[src/rtl/xadc_channel_scheduler.sv]
// Round-robin XADC aux-channel reader: one DRP read per end-of-conversion,
// with per-channel low-voltage hysteresis and a sticky DRP timeout flag.
module xadc_channel_scheduler #(
    parameter int          NUM_CH    = 4,
    parameter logic [6:0]  BASE_ADDR = 7'h10,
    parameter logic [11:0] LOW_TH    = 12'hE1A,
    parameter logic [11:0] HIGH_TH   = 12'hE3C,
    parameter int          TIMEOUT   = 63
) (
    input  logic              clk,
    input  logic              reset_in,
    input  logic              eoc_in,
    output logic              den_out,
    output logic [6:0]        daddr_out,
    input  logic              drdy_in,
    input  logic [15:0]       do_in,
    output logic [11:0]       sample_out,
    output logic [2:0]        sample_ch_out,
    output logic              sample_valid,
    output logic [NUM_CH-1:0] voltage_low,
    output logic              timeout_err,
    output logic              busy
);

    localparam int CW = (TIMEOUT < 2) ? 1 : $clog2(TIMEOUT + 1);

    typedef enum logic [1:0] {IDLE, ISSUE, WAIT, UPDATE} state_t;

    state_t            state_q, state_d;
    logic [2:0]        ch_q, ch_d, ch_nxt;
    logic [CW-1:0]     cnt_q, cnt_d;
    logic              den_q, den_d;
    logic [6:0]        daddr_q, daddr_d;
    logic [11:0]       sample_q, sample_d;
    logic [2:0]        sch_q, sch_d;
    logic              valid_q, valid_d;
    logic [NUM_CH-1:0] vl_q, vl_d;
    logic              terr_q, terr_d;
    logic              busy_q, busy_d;
    logic [11:0]       rd_val;

    assign rd_val = do_in[15:4];
    assign ch_nxt = (ch_q == 3'(NUM_CH - 1)) ? 3'd0 : ch_q + 3'd1;

    always_comb begin
        state_d  = state_q;
        ch_d     = ch_q;
        cnt_d    = cnt_q;
        den_d    = 1'b0;
        daddr_d  = daddr_q;
        sample_d = sample_q;
        sch_d    = sch_q;
        valid_d  = 1'b0;
        vl_d     = vl_q;
        terr_d   = terr_q;
        unique case (state_q)
            IDLE: begin
                if (eoc_in) begin
                    state_d = ISSUE;
                    den_d   = 1'b1;
                    daddr_d = BASE_ADDR + {4'b0, ch_q};
                end
            end
            ISSUE: begin
                state_d = WAIT;
                cnt_d   = '0;
            end
            WAIT: begin
                // drdy on the final permitted cycle still counts as a read
                if (drdy_in) begin
                    state_d  = UPDATE;
                    sample_d = rd_val;
                    sch_d    = ch_q;
                    valid_d  = 1'b1;
                    for (int i = 0; i < NUM_CH; i++) begin
                        if (3'(i) == ch_q) begin
                            if (rd_val < LOW_TH)
                                vl_d[i] = 1'b1;
                            else if (rd_val > HIGH_TH)
                                vl_d[i] = 1'b0;
                        end
                    end
                end else if (cnt_q == CW'(TIMEOUT - 1)) begin
                    state_d = IDLE;
                    terr_d  = 1'b1;
                    ch_d    = ch_nxt;
                    cnt_d   = '0;
                end else begin
                    cnt_d = cnt_q + CW'(1);
                end
            end
            UPDATE: begin
                state_d = IDLE;
                ch_d    = ch_nxt;
                cnt_d   = '0;
            end
            default: state_d = IDLE;
        endcase
        busy_d = (state_d != IDLE);
    end

    always_ff @(posedge clk or posedge reset_in) begin
        if (reset_in) begin
            state_q  <= IDLE;
            ch_q     <= '0;
            cnt_q    <= '0;
            den_q    <= 1'b0;
            daddr_q  <= BASE_ADDR;
            sample_q <= '0;
            sch_q    <= '0;
            valid_q  <= 1'b0;
            vl_q     <= '0;
            terr_q   <= 1'b0;
            busy_q   <= 1'b0;
        end else begin
            state_q  <= state_d;
            ch_q     <= ch_d;
            cnt_q    <= cnt_d;
            den_q    <= den_d;
            daddr_q  <= daddr_d;
            sample_q <= sample_d;
            sch_q    <= sch_d;
            valid_q  <= valid_d;
            vl_q     <= vl_d;
            terr_q   <= terr_d;
            busy_q   <= busy_d;
        end
    end

    assign den_out       = den_q;
    assign daddr_out     = daddr_q;
    assign sample_out    = sample_q;
    assign sample_ch_out = sch_q;
    assign sample_valid  = valid_q;
    assign voltage_low   = vl_q;
    assign timeout_err   = terr_q;
    assign busy          = busy_q;

endmodule

[config.mk]
export PLATFORM = sky130hd
export DESIGN_NAME = xadc_channel_scheduler
export DESIGN_NICKNAME = d
export VERILOG_FILES = /design/src/rtl/xadc_channel_scheduler.sv
export SDC_FILE = /design/constraint.sdc
export NUM_CORES = 1
export LEC_CHECK = 0
export BUFFER_PORTS_ARGS = -buffer_cell sky130_fd_sc_hd__buf_2
export CORE_MARGIN = 3
export CORE_UTILIZATION = 35
export DETAILED_ROUTE_END_ITERATION = 10
export PLACE_DENSITY = 0.56
export SYNTH_ARGS = -nofsm -noshare
export SYNTH_HDL_FRONTEND = slang
export SYNTH_SLANG_ARGS = --single-unit
export TNS_END_PERCENT = 30
[constraint.sdc]
create_clock -name clk -period 2.95 [get_ports clk]
set_input_delay 0.1475 -clock clk [delete_from_list [all_inputs] [get_ports clk]]
set_output_delay 0.1475 -clock clk [all_outputs]
set_load 0.02 [all_outputs]
* Yosys cells after proc, flatten, opt, wreduce, memory -nomap -nowiden
Index checks and enable logic that the tools add are counted.
Word-level totals: input bits 20, register bits after elaboration 41, output and inout port bits 30, word-level logic and storage cells 63
Operators by class: magnitude comparators 2, equality and inequality tests 10, reductions and logical operators 16, mux-type cells 17, bitwise operators 1, add/subtract/negate cells 3
Operators by type and width (number):
- 4-bit AND reduction | 4
- 12-bit greater-than comparator, second input constant | 1
- 12-bit < comparator, second input constant | 1
- 6-bit 2-to-1 mux | 2
- 6-bit one-hot mux with 2 select lines | 1
- 3-bit 2-to-1 mux | 3
- 2-bit one-hot mux with 4 select lines | 1
- 2-bit nonzero test | 4
- 5-bit by 3-bit adder with 6-bit output, first input constant | 1
- 6-bit by 1-bit adder with 6-bit output, second input constant | 1
- 2-bit by 3-bit equality test with 1-bit output, first input constant | 2
- 6-bit equality test, second input constant | 1
- 1-bit 2-to-1 mux | 6
- 2-bit 2-to-1 mux | 3
- 3-bit one-hot mux with 2 select lines | 1
- 2-bit AND reduction | 3
- 3-bit AND reduction | 2
- 2-bit equality test, second input constant | 2
- 2-bit inequality test, second input constant | 2
- 3-bit by 1-bit adder with 3-bit output, second input constant | 1
- 1-bit by 3-bit equality test with 1-bit output, first input constant | 1
- 3-bit by 2-bit equality test with 1-bit output, second input constant | 1
- 3-bit logical NOT | 1
- 2-bit by 1-bit equality test with 1-bit output, second input constant | 1
- other kinds (3) | 3

* Longest topological paths before layout
Gate-level depths: netlist (run 1).
word-level depth 5, gate-level depth with buffers 7, mapped depth without buffers 6

* Least setup slack after synthesis (run 1)
No wires, ideal clock.
path kind reg2reg, start reg cnt_q[0], end reg cnt_q[1], period minus slack after synthesis 1443 ps, arrival 1321 ps, buffers on the path 1, stages on the path, launching flop included 8, library setup time 122 ps, path slack 1507 ps, required time 2828 ps, cell sequence dfrtp_1 -> inv_1 -> ha_1 -> nand2_1 -> or2_2 -> buf_6 -> a22oi_1 -> nor2_1
Between the ends: word-level cells in the longest chain between the ends 4, elaborated cells on any way between the ends 5, classes of those cells add/sub (1); eq/ne (1); mux (3)
RTL lines:
- start: declaration | RTL line 31 | logic [CW-1:0] cnt_q, cnt_d;
- start signal: assignment | RTL line 118 | cnt_q <= cnt_d;
- 6-bit by 1-bit adder with 6-bit output or 6-bit equality test (tied branches) | RTL line 89, 83
- 6-bit 2-to-1 mux (*) | RTL line 83 | end else if (cnt_q == CW'(TIMEOUT - 1)) begin
- 6-bit 2-to-1 mux (*) | RTL line 70 | if (drdy_in) begin
- 6-bit one-hot mux with 2 select lines (*) | RTL line 56 | unique case (state_q)
Every way passes the cells marked *; elsewhere a longest branch is shown, timed or not. The select of a mux whose other input is x is not followed. A chain may end at the register's enable or synchronous reset.

* Worst setup path after layout (run 1)
start reg state_q[0], end reg sample_q[8] (netlist: sample_out[8])
Between the ends: word-level cells in the longest chain between the ends 2
RTL lines:
- start: declaration | RTL line 29 | state_t state_q, state_d;
- start signal: assignment | RTL line 116 | state_q <= state_d;
- 2-bit equality test | RTL line 56
- 2-bit AND reduction (no source line)
- end signal: assignment | RTL line 121 | sample_q <= sample_d;
- end: declaration | RTL line 34 | logic [11:0] sample_q, sample_d;
Every way passes these cells.

==> results of run 1 <==
## cells in the mapped netlist (2+ instances only)
cell type  instances
a21oi_1           11
a31oi_1            7
buf_2              3
buf_4              4
buf_6              2
conb_1             2
dfrtp_1           37
ha_1               6
inv_1              8
mux2_2            15
nand2_1            5
nand2b_1           2
nand3_1            5
nor2_1             9
nor3_1             4
o21ai_0            6
o31ai_1            2
## sequential cells by signal, indices dropped and copies added (netlist names)
name           flops
busy               1
ch_q               3
cnt_q              6
daddr_out          3
den_out            1
sample_ch_out      3
sample_out        12
sample_valid       1
state_q            2
timeout_err        1
voltage_low        4
## logic make-up (layout without fill, tap and decap cells)
logic type	after synthesis	in the layout	synth area share, %
AO/OA/AOI/OAI	32	32	11.35
XOR/XNOR	1	1	0.5062
adder cells (fa/ha/maj)	6	6	4.338
buffers and inverters	19	59	6.724
flip-flops	37	37	53.51
multiplexers	17	17	11.21
other	2	4	0.4340
AND/OR/NAND/NOR	35	35	11.93
## how the worst max path moves through the flow
stage                                end  slack [ns]  depth (start not counted)
after global placement    sample_out[10]        1.05                          2
after global routing       sample_out[7]        0.85                          2
after detailed placement   sample_out[8]        0.99                          2
final                      sample_out[8]        1.00                          2
after CTS                  sample_out[8]        0.98                          2
after floorplan                 cnt_q[1]        1.51                          7
## layer usage
| metal | GRT usage, % | routed length (µm) |
|---|---|---|
| met5 | 0 | 0 |
| met1 | 15.21 | 1472 |
| met3 | 4.492 | 205 |
| met2 | 21.70 | 1701 |
| met4 | 3.804 | 48 |
## timing repair
item | in CTS | in global routing
hold buffers | 1 | 0
resized for setup | 0 | 0
endpoints found under the hold margin | 11 | 0
## power by group
| part | total [W] | switching [W] | internal [W] | leakage (nW) |
|---|---|---|---|---|
| clock | 0.000517 | 0.000181 | 0.000336 | 0.0681 |
| sequential | 0.000912 | 0.000183 | 0.000729 | 0.447 |
| combinational | 0.000884 | 0.000509 | 0.000375 | 0.486 |
| total | 0.00231 | 0.000873 | 0.00144 | 1.00 |
## tightest hold or removal path: cells and delay by family
kind / cells / cell delay, ns
buf+inv: 1 / 0.09
simple gates: 2 / 0.11
## cell usage in the layout, fill, tap and decap left out, types with 2 or more instances in the layout
master	count
a31oi_1	7
o21ai_0	6
nand2b_1	2
dfrtp_1	37
buf_2	41
bufinv_16	2
conb_1	4
a21oi_1	11
clkbuf_8	5
nor3_1	4
mux2_2	15
inv_1	8
nand2_1	5
ha_1	6
nor2_1	9
o31ai_1	2
nand3_1	5
## metrics by stage
| step | util (%) | area (µm²) | cells | worst slack [ns] | total power, W |
|---|---|---|---|---|---|
| 2_1_floorplan | - | 1738 | 151 | 1.507 | 0.001560 |
| 3_3_place_gp | 42.63 | 1946 | 247 | 1.052 | 0.001778 |
| 3_5_place_dp | 42.63 | 1946 | 247 | 0.9910 | 0.001812 |
| 4_1_cts | 45.78 | 2090 | 256 | 0.9821 | 0.002337 |
| 5_1_grt | 45.78 | 2090 | 256 | 0.8500 | 0.002486 |
| 6_report | 45.78 | 2090 | 256 | 1.001 | 0.002312 |
## cell type report
class	instances	area, µm²	share of cell area (%)
Clock inverter	3	65.06	3.114
Inverter	8	30.03	1.437
Timing Repair Buffer	43	222.7	10.66
Clock buffer	5	68.82	3.293
Multi-Input combinational cell	95	695.7	33.29
Sequential cell	37	925.9	44.31
Tap cell	65	81.33	3.892
==> impl_metrics.toml, run 1 <==
[clock_tree]
cts_root_buf = "clkbuf_8"
clock_latency_ns = 0.29
cts_max_level = 2
clockBufferDepth = 2
post_cts_buffers = 0
cts-buffers-inserted = 5
path_clk_slew_ns = 0.07
cts_tree = "yes"
cts.sinks = 37

[floorplanning]
num_rows = 24
start_util_pct = 37.91
fp.dieW_um = 76.32
die-area_um2 = 5824
core_area_um2 = 4564
die_y_um = 76.32
pin_count = 50

[critical_path]
r2r-end = "sample_out[8]"
path_cells = "nand3b_1 > mux2_2"
crit_slowest_cell = "nand3b_1"
crit_arrival_ns = 2.12
r2r_start = "state_q[0]"
critPathKind = "register to register"
crit_path_start_kind = "register"
critPathBufInv = 0
critical_path_required_ns = 3.12
cp-startpoint = "state_q[0]"
cp_max_fo = 20
r2r_slack_ns = 1.00
crit_path_end_kind = "register"
crit_family = "simple AND/OR/NAND/NOR gates"
critPathMaxStageDelay_ns = 0.77
rr_worst_depth = 2

[synthesis]
synth_edf_count = 0
yosysTopAreaCell = "dfrtp_1"
ys_seq_area_share_pct = 53.51
synth.yosys.warnings = 0
synth_cell_types = 38
postSynthCellCount = 149
async_flop_share_pct = 100.0
synth_area_per_cell_um2 = 11.61
synth_area_um2 = 1730
synth_top_area_share_pct = 53.51
ys_ff_latch = 37
synthTopCellsByArea = "dfrtp_1 (54%), mux2_2 (9.8%), ha_1 (4.3%)"
yosys_most_used_dff = "dfrtp_1"

[routing]
vias = 1230
viasPerCell = 4.805
remaining_drc_errors = 0
routedWlPerCell_um = 13.39
wl_mm = 3.427
drtAntennaViolNets = 0
dr.pass1.iters = 4
drtIter0Drc = 52

[global_route]
gr-total-overflow = 0
grtUsageTotal_pct = 12.78
grt_pass1_wl_mm = 5.982
grt_max_degree = 21
antenna_found_initial = 0
grt_pass1_vias = 1278

[power_and_ir_drop]
p_leak_nw = 1.001
ir_drop_mv = 0.5791
cellPowerDensity_nw_per_um2 = 1107

[layout]
area_delta_synth_final_pct = 20.75
fillers = 456
fin_nets = 216
num_antenna_cells = 0
drive_gt1_share_pct = 38.22

[sta]
relSlewSlack_pct = 40.30
timing.final.max_slew_violations = 0
clock_skew_ns = 0.006879
hold_viol_final = 0
fin_tns_setup_ns = 0
hold_slack_ns = 0.1000
grt_setup_unrepaired = "no"
period_share_pct = 66.07
max_freq_mhz = 513.1
setup_viol_count_final = 0
tightest_slew_ns = 0.8928
period_needed_ns = 1.949

[outcome]
status = "completed"

[placed_design]
numPortBuffers = 41
post-dp-hpwl_mm = 2.544
gp_congestion = 0.7921

[worst_hold_path]
hp-class = "input pin to register"
holdPathEnd = "busy"
holdPathStages = 3
min-delay-start = "eoc_in"

[job]
cap_violations = 0
No activity file was read; power rests on OpenSTA's default activity.
==> inputs of run 2 (changes only) <==
--- a/config.mk
+++ b/config.mk
@@ -5,11 +5,12 @@
 export SDC_FILE = /design/constraint.sdc
 export NUM_CORES = 1
 export LEC_CHECK = 0
+export ABC_AREA = 1
 export BUFFER_PORTS_ARGS = -buffer_cell sky130_fd_sc_hd__buf_2
 export CORE_MARGIN = 3
 export CORE_UTILIZATION = 35
 export DETAILED_ROUTE_END_ITERATION = 10
-export PLACE_DENSITY = 0.56
+export PLACE_DENSITY = 0.55
 export SYNTH_ARGS = -nofsm -noshare
 export SYNTH_HDL_FRONTEND = slang
 export SYNTH_SLANG_ARGS = --single-unit
==> constraint.sdc (replaced) <==
create_clock -name clk -period 1.8 [get_ports clk]
set_input_delay 0.09 -clock clk [delete_from_list [all_inputs] [get_ports clk]]
set_output_delay 0.09 -clock clk [all_outputs]
set_load 0.02 [all_outputs]
==> run 2 against run 1 <==
- sequential cell count unchanged
- power grew 41%
- largest power group is now combinational cells
- critical path depth increased by 5
- highest routed layer unchanged
- combinational power increased by 55%
- area after synthesis increased by 6.5%
- cell area up 4.3%
- first-iteration DRC count decreased by 12%
==> impl_metrics.toml, run 2 <==
[routing]
drtIter0Drc = 46
dr.pass1.iters = 4
wl_mm = 3.586
drtAntennaViolNets = 0
viasPerCell = 4.336
remaining_drc_errors = 0
vias = 1418
routedWlPerCell_um = 10.97

[clock_tree]
cts.sinks = 37
clockBufferDepth = 2
cts_tree = "yes"
cts_root_buf = "clkbuf_8"
cts_max_level = 2
post_cts_buffers = 0
cts-buffers-inserted = 5
path_clk_slew_ns = 0.07
clock_latency_ns = 0.29

[worst_hold_path]
min-delay-start = "do_in[14]"
holdPathStages = 3
holdPathEnd = "sample_out[10]"
hp-class = "input pin to register"

[layout]
stdcell_area_um2 = 2180
num_antenna_cells = 0
fin_nets = 285
layout_commonest_cell = "nand2_1"
area_delta_synth_final_pct = 18.26
layout_common_cells = "nand2_1 (76), buf_2 (41), dfrtp_1 (37), inv_1 (24), nor2_1 (13)"
largest_reg_flops = 12
drive_gt1_share_pct = 26.15

[sta]
max_freq_mhz = 732.4
hold_viol_final = 0
setup_viol_count_final = 0
grt_setup_unrepaired = "no"
period_share_pct = 75.85
period_needed_ns = 1.365
clock_skew_ns = 0.005616
fin_tns_setup_ns = 0
timing.final.max_slew_violations = 0

[critical_path]
cp_common_cell = "nand2_1"
critPathKind = "register to register"
crit_path_start_kind = "register"
path_cells = "inv_1 > ha_1 > nand4_1 > o21ai_2 > nand2_1 > nand2_1 > nand2_1"
crit_slowest_cell = "dfrtp_1"
rr_worst_depth = 7
crit_path_end_kind = "register"
cp_max_fo = 4
r2r-end = "ch_q[0]"
critPathMaxStageDelay_ns = 0.40
r2r_slack_ns = 0.43
crit_arrival_ns = 1.55
critical_path_required_ns = 1.98
r2r_start = "cnt_q[0]"

[synthesis]
yosysMostFrequentCell = "nand2_1"
yosysTopAreaCell = "dfrtp_1"
postSynthCellCount = 214
synth_cell_types = 25
synth_area_um2 = 1843
async_flop_share_pct = 100.0
synth_area_per_cell_um2 = 8.612
synth_top_area_share_pct = 50.24
synthTopCellsByArea = "dfrtp_1 (50%), nand2_1 (15%), inv_1 (4.9%)"
yosys_most_used_dff = "dfrtp_1"
ys_ff_latch = 37
synth_common_cells = "nand2_1 (76), dfrtp_1 (37), inv_1 (24)"
ys_seq_area_share_pct = 50.24
synth_edf_count = 0
synth.yosys.warnings = 0

[floorplanning]
fp.dieW_um = 78.57
die_y_um = 78.57
die-area_um2 = 6172
pin_count = 50
start_util_pct = 37.53
num_rows = 25
core_area_um2 = 4911

[power_and_ir_drop]
ir_drop_mv = 0.4289
cellPowerDensity_nw_per_um2 = 1496
p_leak_nw = 1.191

[placed_design]
gp_congestion = 0.7486
placed_area_um2 = 2083
post-dp-hpwl_mm = 2.639
numPortBuffers = 41

[outcome]
status = "completed"

[global_route]
grt_pass1_wl_mm = 6.444
grt_pass1_vias = 1421
grtUsageTotal_pct = 13.07
grt_max_degree = 38
antenna_found_initial = 0
gr-total-overflow = 0

[job]
cap_violations = 0
## run 2: report_power, final
part / leakage [nW] / internal (W) / switching [W]
combinational: 0.673 / 0.000456 / 0.000916
clock: 0.0439 / 0.000267 / 0.000305
sequential: 0.474 / 0.00113 / 0.000185
## run 2: cell families (layout without fill, tap and decap cells)
group           Yosys count  after routing  synth area share [%]
xor+xnor                  3              3                 1.426
buf+inv                  34             78                 9.233
compound gates           21             21                 7.943
flops                    37             37                 50.24
fa+ha+maj                 6              6                 4.073
other cells               2              4                0.4075
simple gates            111            111                 26.68
## run 2: timing repair
| item | 4_1_cts | 5_1_grt |
|---|---|---|
| setup endpoints to repair | 0 | 0 |
| hold buffers | 1 | 0 |
| resized for setup | 0 | 0 |
| endpoints found under the hold margin | 37 | 0 |
## run 2: worst max-delay path, delay by kind of cell (launching register included)
family | cells | cell delay (ns)
flip-flops | 1 | 0.40
AND/OR/NAND/NOR | 4 | 0.38
AO/OA/AOI/OAI | 1 | 0.20
adder cells (fa/ha/maj) | 1 | 0.17
buffers and inverters | 1 | 0.10
## run 2: final cells by class
class                      count  area [µm²]
inverter                      27       106.4
timing repair buffer          43       222.7
multi-input combinational    145       754.5
fill                         537        2731
sequential                    37       925.9
tap                           67       83.83
clock buffer                   5       68.82
clock inverter                 3       17.52
## run 2: metal layers
| metal | up-vias | wire (µm) | part of all wire, % | global-route usage (%) |
|---|---|---|---|---|
| met1 | 629 | 1659 | 46 | 16.69 |
| met5 | - | 0 | 0 | 0 |
| met3 | 4 | 249 | 6.9 | 4.128 |
| met4 | 0 | 22 | 0.61 | 3.671 |
| li1 | 745 | - | - | - |
| met2 | 40 | 1654 | 46 | 21.22 |
## run 2: metrics by stage
step | hold slack (ns) | utilization, % | power, W | setup slack, ns | std cells
4_1_cts | 0.006013 | 44.38 | 0.003319 | 0.4172 | 327
2_1_floorplan | 0.2067 | - | 0.002335 | 0.5887 | 216
3_3_place_gp | 0.2320 | 42.42 | 0.002712 | 0.4356 | 318
3_5_place_dp | 0.2311 | 42.42 | 0.002728 | 0.4301 | 318
6_report | 0.01604 | 44.38 | 0.003261 | 0.4347 | 327
5_1_grt | 0.02558 | 44.38 | 0.003562 | 0.2655 | 327
## run 2: how the worst max path moves through the flow
stage	end	start	cells past startpoint
detailed placement	ch_q[1]	cnt_q[0]	7
finish	ch_q[0]	cnt_q[0]	7
floorplan	ch_q[0]	cnt_q[0]	7
global route	ch_q[2]	cnt_q[0]	7
CTS	ch_q[1]	cnt_q[0]	7
global placement	voltage_low[3]	state_q[0]	8
==> inputs of run 3 (changes only) <==
--- a/config.mk
+++ b/config.mk
@@ -10,7 +10,7 @@
 export CORE_MARGIN = 3
 export CORE_UTILIZATION = 35
 export DETAILED_ROUTE_END_ITERATION = 10
-export PLACE_DENSITY = 0.55
+export PLACE_DENSITY = 0.57
 export SYNTH_ARGS = -nofsm -noshare
 export SYNTH_HDL_FRONTEND = slang
 export SYNTH_SLANG_ARGS = --single-unit
==> constraint.sdc (replaced) <==
create_clock -name clk -period 1.1 [get_ports clk]
set_input_delay 0.055 -clock clk [delete_from_list [all_inputs] [get_ports clk]]
set_output_delay 0.055 -clock clk [all_outputs]
set_load 0.02 [all_outputs]
==> run 3 against run 2 <==
- the flow now finishes with violations (setup timing)
- sequential share of layout area down 8.0 points
- clock-buffer cell count grew 3
- cell count increased by 13%
- critical path type unchanged
- sequential cell count unchanged
==> impl_metrics.toml, run 3 (synthesized netlist as in run 2, its figures left out) <==
[outcome]
status = "finished with violations"
violations = "setup timing"

[clock_tree]
clock_latency_ns = 0.28
clockBufferDepth = 2
cts_max_level = 2
cts-buffers-inserted = 5
path_clk_slew_ns = 0.07
cts_tree = "yes"
cts_root_buf = "clkbuf_8"
cts.sinks = 37

[floorplanning]
pin_count = 50
fp.dieW_um = 78.57
start_util_pct = 37.53
die_y_um = 78.57
num_rows = 25
die-area_um2 = 6172
core_area_um2 = 4911

[sta]
layout_setup_ws_ns = -0.1219
setup_viol_count_final = 24
period_share_pct = 111.1
period_needed_ns = 1.222
fin_tns_setup_ns = -1.125
hold_viol_final = 0
grt_setup_unrepaired = "yes"
clock_skew_ns = 0.008071
max_freq_mhz = 818.4
timing.final.max_slew_violations = 0

[layout]
layout_commonest_cell = "nand2_1"
fin_nets = 326
drive_gt1_share_pct = 43.52
num_antenna_cells = 0
postLayoutCoreUtil_pct = 54.80
stdcell_area_um2 = 2691
largest_reg_flops = 12
layout_common_cells = "nand2_1 (66), buf_2 (41), dfrtp_1 (35), buf_4 (32), inv_1 (19)"
fillers = 484
area_delta_synth_final_pct = 46.03

[job]
cap_violations = 0

[power_and_ir_drop]
seq_power_share_pct = 33.8
ir_drop_mv = 1.174
power_frac_clock_pct = 14.8
p_leak_nw = 1.422
combinationalPowerShare_pct = 51.4
switching_share_pct = 40.70
total_power_w = 0.006491
cellPowerDensity_nw_per_um2 = 2412
intPower_w = 0.003849
power.switching_w = 0.002642

[global_route]
grt_max_degree = 38
grt_pass1_vias = 1642
grtUsageTotal_pct = 14.89
grt_pass1_wl_mm = 7.327
gr-total-overflow = 0
antenna_found_initial = 0

[placed_design]
post-dp-hpwl_mm = 3.063
gp_congestion = 0.7969
numPortBuffers = 41
placed_area_um2 = 2387

[routing]
drtIter0Drc = 64
remaining_drc_errors = 0
drtAntennaViolNets = 0
wl_mm = 4.159
viasPerCell = 4.375
dr.pass1.iters = 4
routedWlPerCell_um = 11.30
vias = 1610

[critical_path]
critPathKind = "register to register"
crit_arrival_ns = 1.44
cp_max_fo = 4
crit_path_start_kind = "register"
critical_path_required_ns = 1.32
crit_path_end_kind = "register"

[worst_hold_path]
hp-class = "input pin to register"
## run 3: layout make-up
cell class	count	area, µm²	share of cell area, %
tap	67	83.83	3.115
multi-input combinational	145	883.3	32.82
clock buffer	8	90.09	3.347
sequential	37	928.4	34.50
timing repair buffer	84	596.8	22.18
inverter	27	108.9	4.045
## run 3: metal layers
layer	track usage, %	part of all wire [%]	up-vias
met5	0	0	-
met4	4.021	1.0	0
met3	4.014	6.1	7
met2	26.06	48	37
met1	17.92	45	738
li1	-	-	828
## run 3: path summary, 6_finish.rpt
path,start,slack [ns],cells past startpoint,to
worst max-delay path,ch_q[0],-0.12,6,ch_q[0]
worst min-delay path,do_in[13],0.005,3,sample_out[9]
worst max register to register,ch_q[0],-0.12,6,ch_q[0]
worst min register to register,voltage_low[0],0.47,2,voltage_low[0]
max in group asynchronous,reset_in,0.55,4,cnt_q[1]
min in group asynchronous,reset_in,0.36,4,busy
## run 3: power groups by stage
stage / logic (W) / clock network [W] / registers [W]
floorplan: 0.00123 / 0 / 0.00268
global placement: 0.00290 / 0 / 0.00217
detailed placement: 0.00293 / 0 / 0.00219
CTS: 0.00326 / 0.000990 / 0.00219
global route: 0.00365 / 0.00106 / 0.00226
finish: 0.00333 / 0.000961 / 0.00220
## run 3: metrics by stage
step | hold slack [ns] | instances | worst slack [ns]
after detailed placement | 0.1252 | 348 | -0.1249
after global routing | 0.001049 | 368 | -0.2191
after floorplan | 0.1717 | 216 | -0.08478
after CTS | 0.00002170 | 368 | -0.08394
final | 0.004766 | 368 | -0.1219
after global placement | 0.1229 | 348 | -0.1039
## run 3: what timing repair did
action / CTS / global route
buffers inserted: 7 / 0
gates resized for setup: 23 / 12
setup endpoints to repair: 31 / 32
endpoints found under the hold margin: 41 / 1
hold buffers: 5 / 1
pin swaps: 12 / 9
## run 3: worst max-delay path, stage by stage (launching register included)
cell and delay (ns):
dfrtp_1 0.46, ha_1 0.25, nand2_1 0.13, inv_1 0.08
nor2_1 0.09, nand3_1 0.08, nand2_1 0.07
